==> src/rtl/serial_adder.sv <==
// -----------------------------------------------------------------------------
// serial_adder
//
// Bit-serial WIDTH-bit adder. One full-adder cell and a carry flip-flop
// process the operands one bit per clock, LSB first. The operands are captured
// in parallel on an accepted start, and the parallel sum is presented with a
// one-cycle done pulse.
//
// Parameters
//   WIDTH      operand/sum width in bits (WIDTH >= 1)
//
// Ports
//   clk        clock; all state updates on the rising edge
//   reset      synchronous, active-high reset; overrides everything
//   start      request a new addition; sampled only while busy == 0
//   a, b       operands; captured on the accepting edge only
//   c_in       carry-in; captured on the accepting edge only
//   busy       high while bits are being processed (RUN state)
//   done       one-cycle pulse: sum/c_out hold a new result
//   sum        a + b + c_in mod 2^WIDTH; held until the next result
//   c_out      carry out of bit WIDTH-1; held with sum
//   state_dbg  current FSM state (IDLE=0, RUN=1, DONE=2) for observation
//
// Handshake: an addition is accepted on any rising edge where start == 1 and
// the block is in IDLE or DONE (busy == 0). A start seen while busy == 1 is
// dropped. Exactly WIDTH clocks after acceptance, done is high for one cycle
// and sum/c_out carry the result. Accepting again in the DONE cycle is legal,
// so a held start yields one result every WIDTH+1 cycles.
// -----------------------------------------------------------------------------
module serial_adder #(
    parameter int WIDTH = 8
) (
    input  logic             clk,
    input  logic             reset,
    input  logic             start,
    input  logic [WIDTH-1:0] a,
    input  logic [WIDTH-1:0] b,
    input  logic             c_in,
    output logic             busy,
    output logic             done,
    output logic [WIDTH-1:0] sum,
    output logic             c_out,
    output logic [1:0]       state_dbg
);

    localparam int CNT_W = $clog2(WIDTH) + 1;
    localparam logic [CNT_W-1:0] LAST_BIT = CNT_W'(WIDTH - 1);

    typedef enum logic [1:0] {
        IDLE = 2'd0,
        RUN  = 2'd1,
        DONE = 2'd2
    } state_t;

    state_t state_q;
    state_t state_d;

    // Datapath registers
    logic [WIDTH-1:0] op_a_q;
    logic [WIDTH-1:0] op_b_q;
    logic [WIDTH-1:0] sum_sh_q;
    logic             carry_q;
    logic [CNT_W-1:0] count_q;
    logic [WIDTH-1:0] sum_q;
    logic             c_out_q;

    // FSM strobes
    logic accept;
    logic last_bit;

    // Full-adder cell and the internal sum register after this edge's shift
    logic             fa_sum;
    logic             fa_carry;
    logic [WIDTH-1:0] sum_shift;

    // -------------------------------------------------------------------------
    // State register
    // -------------------------------------------------------------------------
    always_ff @(posedge clk) begin
        if (reset) begin
            state_q <= IDLE;
        end else begin
            state_q <= state_d;
        end
    end

    // -------------------------------------------------------------------------
    // Next-state logic
    // -------------------------------------------------------------------------
    always_comb begin
        state_d  = state_q;
        accept   = 1'b0;
        last_bit = 1'b0;
        case (state_q)
            IDLE, DONE: begin
                if (start) begin
                    state_d = RUN;
                    accept  = 1'b1;
                end else begin
                    state_d = IDLE;
                end
            end
            RUN: begin
                if (count_q == LAST_BIT) begin
                    state_d  = DONE;
                    last_bit = 1'b1;
                end
            end
            default: begin
                state_d = IDLE;
            end
        endcase
    end

    // -------------------------------------------------------------------------
    // Single full-adder cell on the current LSBs and the carry flip-flop
    // -------------------------------------------------------------------------
    always_comb begin
        fa_sum   = op_a_q[0] ^ op_b_q[0] ^ carry_q;
        fa_carry = (op_a_q[0] & op_b_q[0]) | (op_a_q[0] & carry_q) |
                   (op_b_q[0] & carry_q);
    end

    // New sum bits enter at the MSB so that after WIDTH shifts the LSB-first
    // stream lands in natural bit order. With a single bit there is nothing
    // to shift down.
    generate
        if (WIDTH == 1) begin : g_shift_w1
            assign sum_shift = fa_sum;
        end else begin : g_shift_wn
            assign sum_shift = {fa_sum, sum_sh_q[WIDTH-1:1]};
        end
    endgenerate

    // -------------------------------------------------------------------------
    // Datapath
    // -------------------------------------------------------------------------
    always_ff @(posedge clk) begin
        if (reset) begin
            op_a_q   <= '0;
            op_b_q   <= '0;
            sum_sh_q <= '0;
            carry_q  <= 1'b0;
            count_q  <= '0;
            sum_q    <= '0;
            c_out_q  <= 1'b0;
        end else if (accept) begin
            op_a_q  <= a;
            op_b_q  <= b;
            carry_q <= c_in;
            count_q <= '0;
        end else if (state_q == RUN) begin
            op_a_q   <= op_a_q >> 1;
            op_b_q   <= op_b_q >> 1;
            sum_sh_q <= sum_shift;
            carry_q  <= fa_carry;
            count_q  <= count_q + CNT_W'(1);
            // The visible result changes only on the final bit, so sum/c_out
            // never show a partially shifted value.
            if (last_bit) begin
                sum_q   <= sum_shift;
                c_out_q <= fa_carry;
            end
        end
    end

    // -------------------------------------------------------------------------
    // Outputs: all decoded straight from registers
    // -------------------------------------------------------------------------
    assign busy      = (state_q == RUN);
    assign done      = (state_q == DONE);
    assign sum       = sum_q;
    assign c_out     = c_out_q;
    assign state_dbg = state_q;

endmodule

==> config.mk <==
export PLATFORM = sky130hd
export DESIGN_NAME = serial_adder
export DESIGN_NICKNAME = d
export VERILOG_FILES = /design/src/rtl/serial_adder.sv
export SDC_FILE = /design/constraint.sdc
export NUM_CORES = 1
export LEC_CHECK = 0
export CELL_PAD_IN_SITES_DETAIL_PLACEMENT = 1
export CELL_PAD_IN_SITES_GLOBAL_PLACEMENT = 1
export CORE_MARGIN = 1
export CORE_UTILIZATION = 40
export CTS_CLUSTER_DIAMETER = 40
export DETAILED_ROUTE_END_ITERATION = 6
export PLACE_DENSITY_LB_ADDON = 0.1
export SLEW_MARGIN = 30
export SYNTH_ARGS = -nofsm -noshare
export SYNTH_HDL_FRONTEND = slang
export SYNTH_SLANG_ARGS = --single-unit
export TNS_END_PERCENT = 1
==> constraint.sdc <==
create_clock -name clk -period 2.6 [get_ports clk]
set_input_delay 0.52 -clock clk [delete_from_list [all_inputs] [get_ports clk]]
set_output_delay 0.52 -clock clk [all_outputs]
set_load 0.1 [all_outputs]
### After elaboration in Yosys (flattened, before gate mapping)

Cells that the tools add are included.
Widths: inputs -> output; s select.

| word-level totals | value |
|---|---|
| latch bits | 0 |
| memories | 0 |
| ROM bits | 0 |
| output and inout port bits | 13 |
| memory bits (writable) | 0 |
| register bits | 40 |
| word-level logic and storage cells | 40 |
| input bits | 20 |

| cells by class | value |
|---|---|
| muxes and demuxes | 13 |
| reduce and logical (&&, ||, !) cells | 6 |
| eq/ne operators | 4 |
| magnitude comparators | 0 |
| add/sub/neg operators | 1 |
| $mul | 0 |
| div/mod/pow operators | 0 |
| shift operators | 0 |
| bitwise gates (word level) | 8 |

Operator list:

| operator | count |
|---|---|
| $mux 8 | 4 |
| $mux 1 | 7 |
| $add 4x1->4 const B | 1 |
| $eq 4x3->1 const B | 1 |
| $pmux 2 s2 | 1 |
| $reduce_or 2->1 | 2 |
| $and 1x1->1 | 3 |
| $reduce_and 3->1 | 1 |
| $eq 2x1->1 const B | 1 |
| $eq 2x2->1 const B | 1 |
| $logic_not 2->1 | 1 |
| $mux 2 | 1 |
| $ne 2x1->1 const B | 1 |
| $or 1x1->1 | 2 |
| $reduce_and 2->1 | 1 |
| $reduce_bool 2->1 | 1 |
| $xor 1x1->1 | 2 |
| $not 1->1 | 1 |

### Longest topological paths before layout

| logic depth | value |
|---|---|
| depth in word-level cells | 5 |
| mapped depth | 6 |
| mapped depth without buffers | 4 |

### Worst setup path after synthesis

No wires, ideal clock.

| path | value |
|---|---|
| kind | register to output |
| start point | register state_q[1], in the netlist state_dbg[1] |
| end point | output port done |
| stages on the path, launching flop included | 2 |
| required time | 2.080 ns |
| setup slack | -0.314 ns |
| arrival | 2.394 ns |
| cell sequence | dfxtp_1 -> nor2b_1 |

| on the way | value |
|---|---|
| cells in the longest elaborated chain, start to end | 1 |

Ends and longest elaborated chain:

| item | RTL line | RTL |
|---|---|---|
| start, declared | 55 | `state_t state_q;` |
| start signal, assigned | 83 | `state_q <= state_d;` |
| $eq 2x2->1 | 171 | `assign done = (state_q == DONE);` |
| end, declared | 40 | `output logic done,` |

Every way passes these cells.

### Worst setup path after layout

| path | value |
|---|---|
| start point | register state_q[0], in the netlist state_dbg[0] |
| end point | output port busy |

| on the way | value |
|---|---|
| cells in the longest elaborated chain, start to end | 1 |

Ends and longest elaborated chain:

| item | RTL line | RTL |
|---|---|---|
| $eq 2x1->1 | 170 | `assign busy = (state_q == RUN);` |
| end, declared | 39 | `output logic busy,` |

Every way passes these cells.

==> metrics.txt <==
vias per cell 5.21; worst hold path depth 2; hold slack final 0.463 ns; number of DRC markers in iteration 0 62; Simple-Gate Fraction of Synth Area 0.187; status complete, no violations; H-tree levels 2; Internal 1.00 mW; LEAKAGE 0.756 nW; DRC 0; CTS clk-pin slew, worst paths 0.08 ns; area grow syn2layout 25.0%; die width 67.3 um; clock insertion delay at the later pin of the skew report 0.29 ns; min Tclk post-route 1.90 ns; sw frac 0.254; first-pass detailed-route iteration total 4; post-synthesis sequential area ratio 0.457; first-pass GRT wire length 6150 um; vias in the first global route 1,315; commonest non-fill, non-tap cell in the layout dfxtp_1; synth warn 0; adder-cell area share of the yosys netlist 0.0191; drt wl/cell 14.4 um; Port Buffers 32; core area 4060 sq um; fin nets 227; CP Capture Type primary output; CP cell instances nand2b_1 -> inv_12 -> buf_12; CP max-delay cell dfxtp_1; Die H 67.3 um; Worst Tran Pin Value 0.730 ns; XOR/XNOR share of the synthesized area 0.0103; Post-synth EDFFs 0; leading cell types in the layout, fill and taps excluded 39 x dfxtp_1, 34 x nand2_1, 19 x clkdlybuf4s50_1, 18 x nand3_1; Root Buffer clkbuf_8; slew margin rel. 0.514; main combinational cell family by area after synthesis compound AO/OA/AOI/OAI gates; Setup crit start kind flop; clk_skew 0.00803 ns; final WL 3680 um; Clock Power Share 0.392; Reg area 781 sq um; Max Root-Sink Buffers 2; number of fill cells in the layout 467; Critical Path RT 2.08 ns; slowest stage delay, CP 0.45 ns; Post-Route Setup TNS 0 ns; fin. max-slew vios 0; ys flop type dfxtp_1; WS Path Type flop to primary output; RSZ-0062 raised after global routing no; gr ovfl total 0; #FFs+latches synth 39; WP depth 3; die area 4530 sq um; Top Family by Delay on Critical Path flip-flops; Hold Vio Cnt, Final 0; Comb power frac 0.135; post-route ant nets 0; async set or reset register ratio after synthesis 0; setup violators final 0; Num CTS Buffers 5; Ports 33; largest fanout on the critical path 27; VDD IR max 0.000496 V; post-CTS sizing 0; RePlAce Congestion 0.744; largest net degree at the start of global routing 28; mux cell area share after synthesis 0.0645; Switch Pwr 0.341 mW; fmax 525 MHz; worst min path class flop to flop; diode count 0; initial antenna violation count 0; area occupied by multi-input gates 810 sq um; Starting Density 0.421; synthesized area 1710 sq um; worst-case reg-to-reg path depth 4; Flop pwr share 0.472; Syn Nets 197; CTS Sinks 39; final worst-path cycle share 0.732; share of cells above drive strength 1 0.243; Worst EP arrival 1.38 ns; via count 1,333; syn avg cell area 9.75 sq um; Placement Cell Area 2020 sq um; post-CTS setup buffer count 0; Synth Instances 175; CP Buf/Inv Count 2; PwrDens 631 nW/um^2; Post-DP HPWL 2540 um; GRT Total Usage 0.181; final cell area excluding filler cells 2130 sq um; Rows 23; Max Cap Violations 0; unique cell type count in the Yosys netlist 29; Synth Area in Compound Gates 0.191; CTS Hold Buffers Added 0; CTS tree done
flip-flops by register name (all words and copies together), names as in the netlist:
signal     flops
op_a_q         8
op_b_q         8
sum            8
sum_sh_q       7
count_q        4
state_dbg      2
c_out          1
carry_q        1
final timing paths:
check | startpoint | to | slack (ns)
worst max-delay path | state_dbg[0]$_SDFFE_PP0P_ | busy | 0.70
worst min-delay path | sum[6]$_SDFFE_PP0P_ | sum[6]$_SDFFE_PP0P_ | 0.46
worst max register to register | state_dbg[0]$_SDFFE_PP0P_ | c_out$_SDFFE_PP0P_ | 1.07
worst min register to register | sum[6]$_SDFFE_PP0P_ | sum[6]$_SDFFE_PP0P_ | 0.46
per-stage QoR:
stage,worst slack [ns],power [mW],utilization,std cells
after floorplan,0.149,0.779,-,175
after global placement,0.557,0.828,0.497,248
after detailed placement,0.472,0.835,0.497,248
after CTS,0.681,1.36,0.526,256
after global routing,0.624,1.39,0.526,256
final,0.696,1.35,0.526,256
Yosys cell counts, types with 2 or more instances:
cell | number | area (sq um)
nor3_1 | 3 | 15.0
nand2_1 | 34 | 128
buf_8 | 2 | 30.0
nor2b_1 | 2 | 12.5
buf_2 | 3 | 15.0
a21oi_1 | 15 | 75.1
mux2i_1 | 11 | 110
dfxtp_1 | 39 | 781
a21oi_2 | 10 | 87.6
buf_4 | 5 | 37.5
a22oi_1 | 5 | 37.5
nand2b_1 | 2 | 12.5
nand3_1 | 18 | 90.1
a22oi_2 | 10 | 125
nand3b_1 | 2 | 15.0
cells by family after synthesis:
kind of cell | after synthesis
flip-flops | 39
adder cells (fa/ha/maj) | 2
buffers and inverters | 15
AO/OA/AOI/OAI | 40
AND/OR/NAND/NOR | 66
multiplexers | 11
XOR/XNOR | 2
per-layer routing:
| layer | track usage | part of all wire | vias to the layer above |
|---|---|---|---|
| li1 | - | - | 666 |
| met1 | 0.208 | 0.46 | 637 |
| met2 | 0.326 | 0.50 | 22 |
| met3 | 0.0405 | 0.029 | 8 |
| met4 | 0.0638 | 0.013 | 0 |
| met5 | 0 | 0 | - |
worst register-to-register path, stage by stage (launching register included):
cell and delay, ns:
dfxtp_1 0.45, nand2b_1 0.24, buf_4 0.31, nor2_8 0.26, mux2i_1 0.22
layout make-up:
type	instances	share of cell area
multi-input cells	121	0.379
flip-flops and latches	39	0.366
repair buffers	36	0.161
clock buffers	6	0.0387
well taps	50	0.0293
clock inverters	2	0.0164
inverters	2	0.00938
power by group through the flow:
| stage | clock [mW] | sequential [mW] | combinational (mW) |
|---|---|---|---|
| floorplan | 0 | 0.655 | 0.124 |
| global placement | 0 | 0.648 | 0.179 |
| detailed placement | 0 | 0.650 | 0.185 |
| CTS | 0.537 | 0.636 | 0.185 |
| global route | 0.555 | 0.639 | 0.197 |
| finish | 0.528 | 0.636 | 0.182 |
No activity file was read; power rests on OpenSTA's default activity.
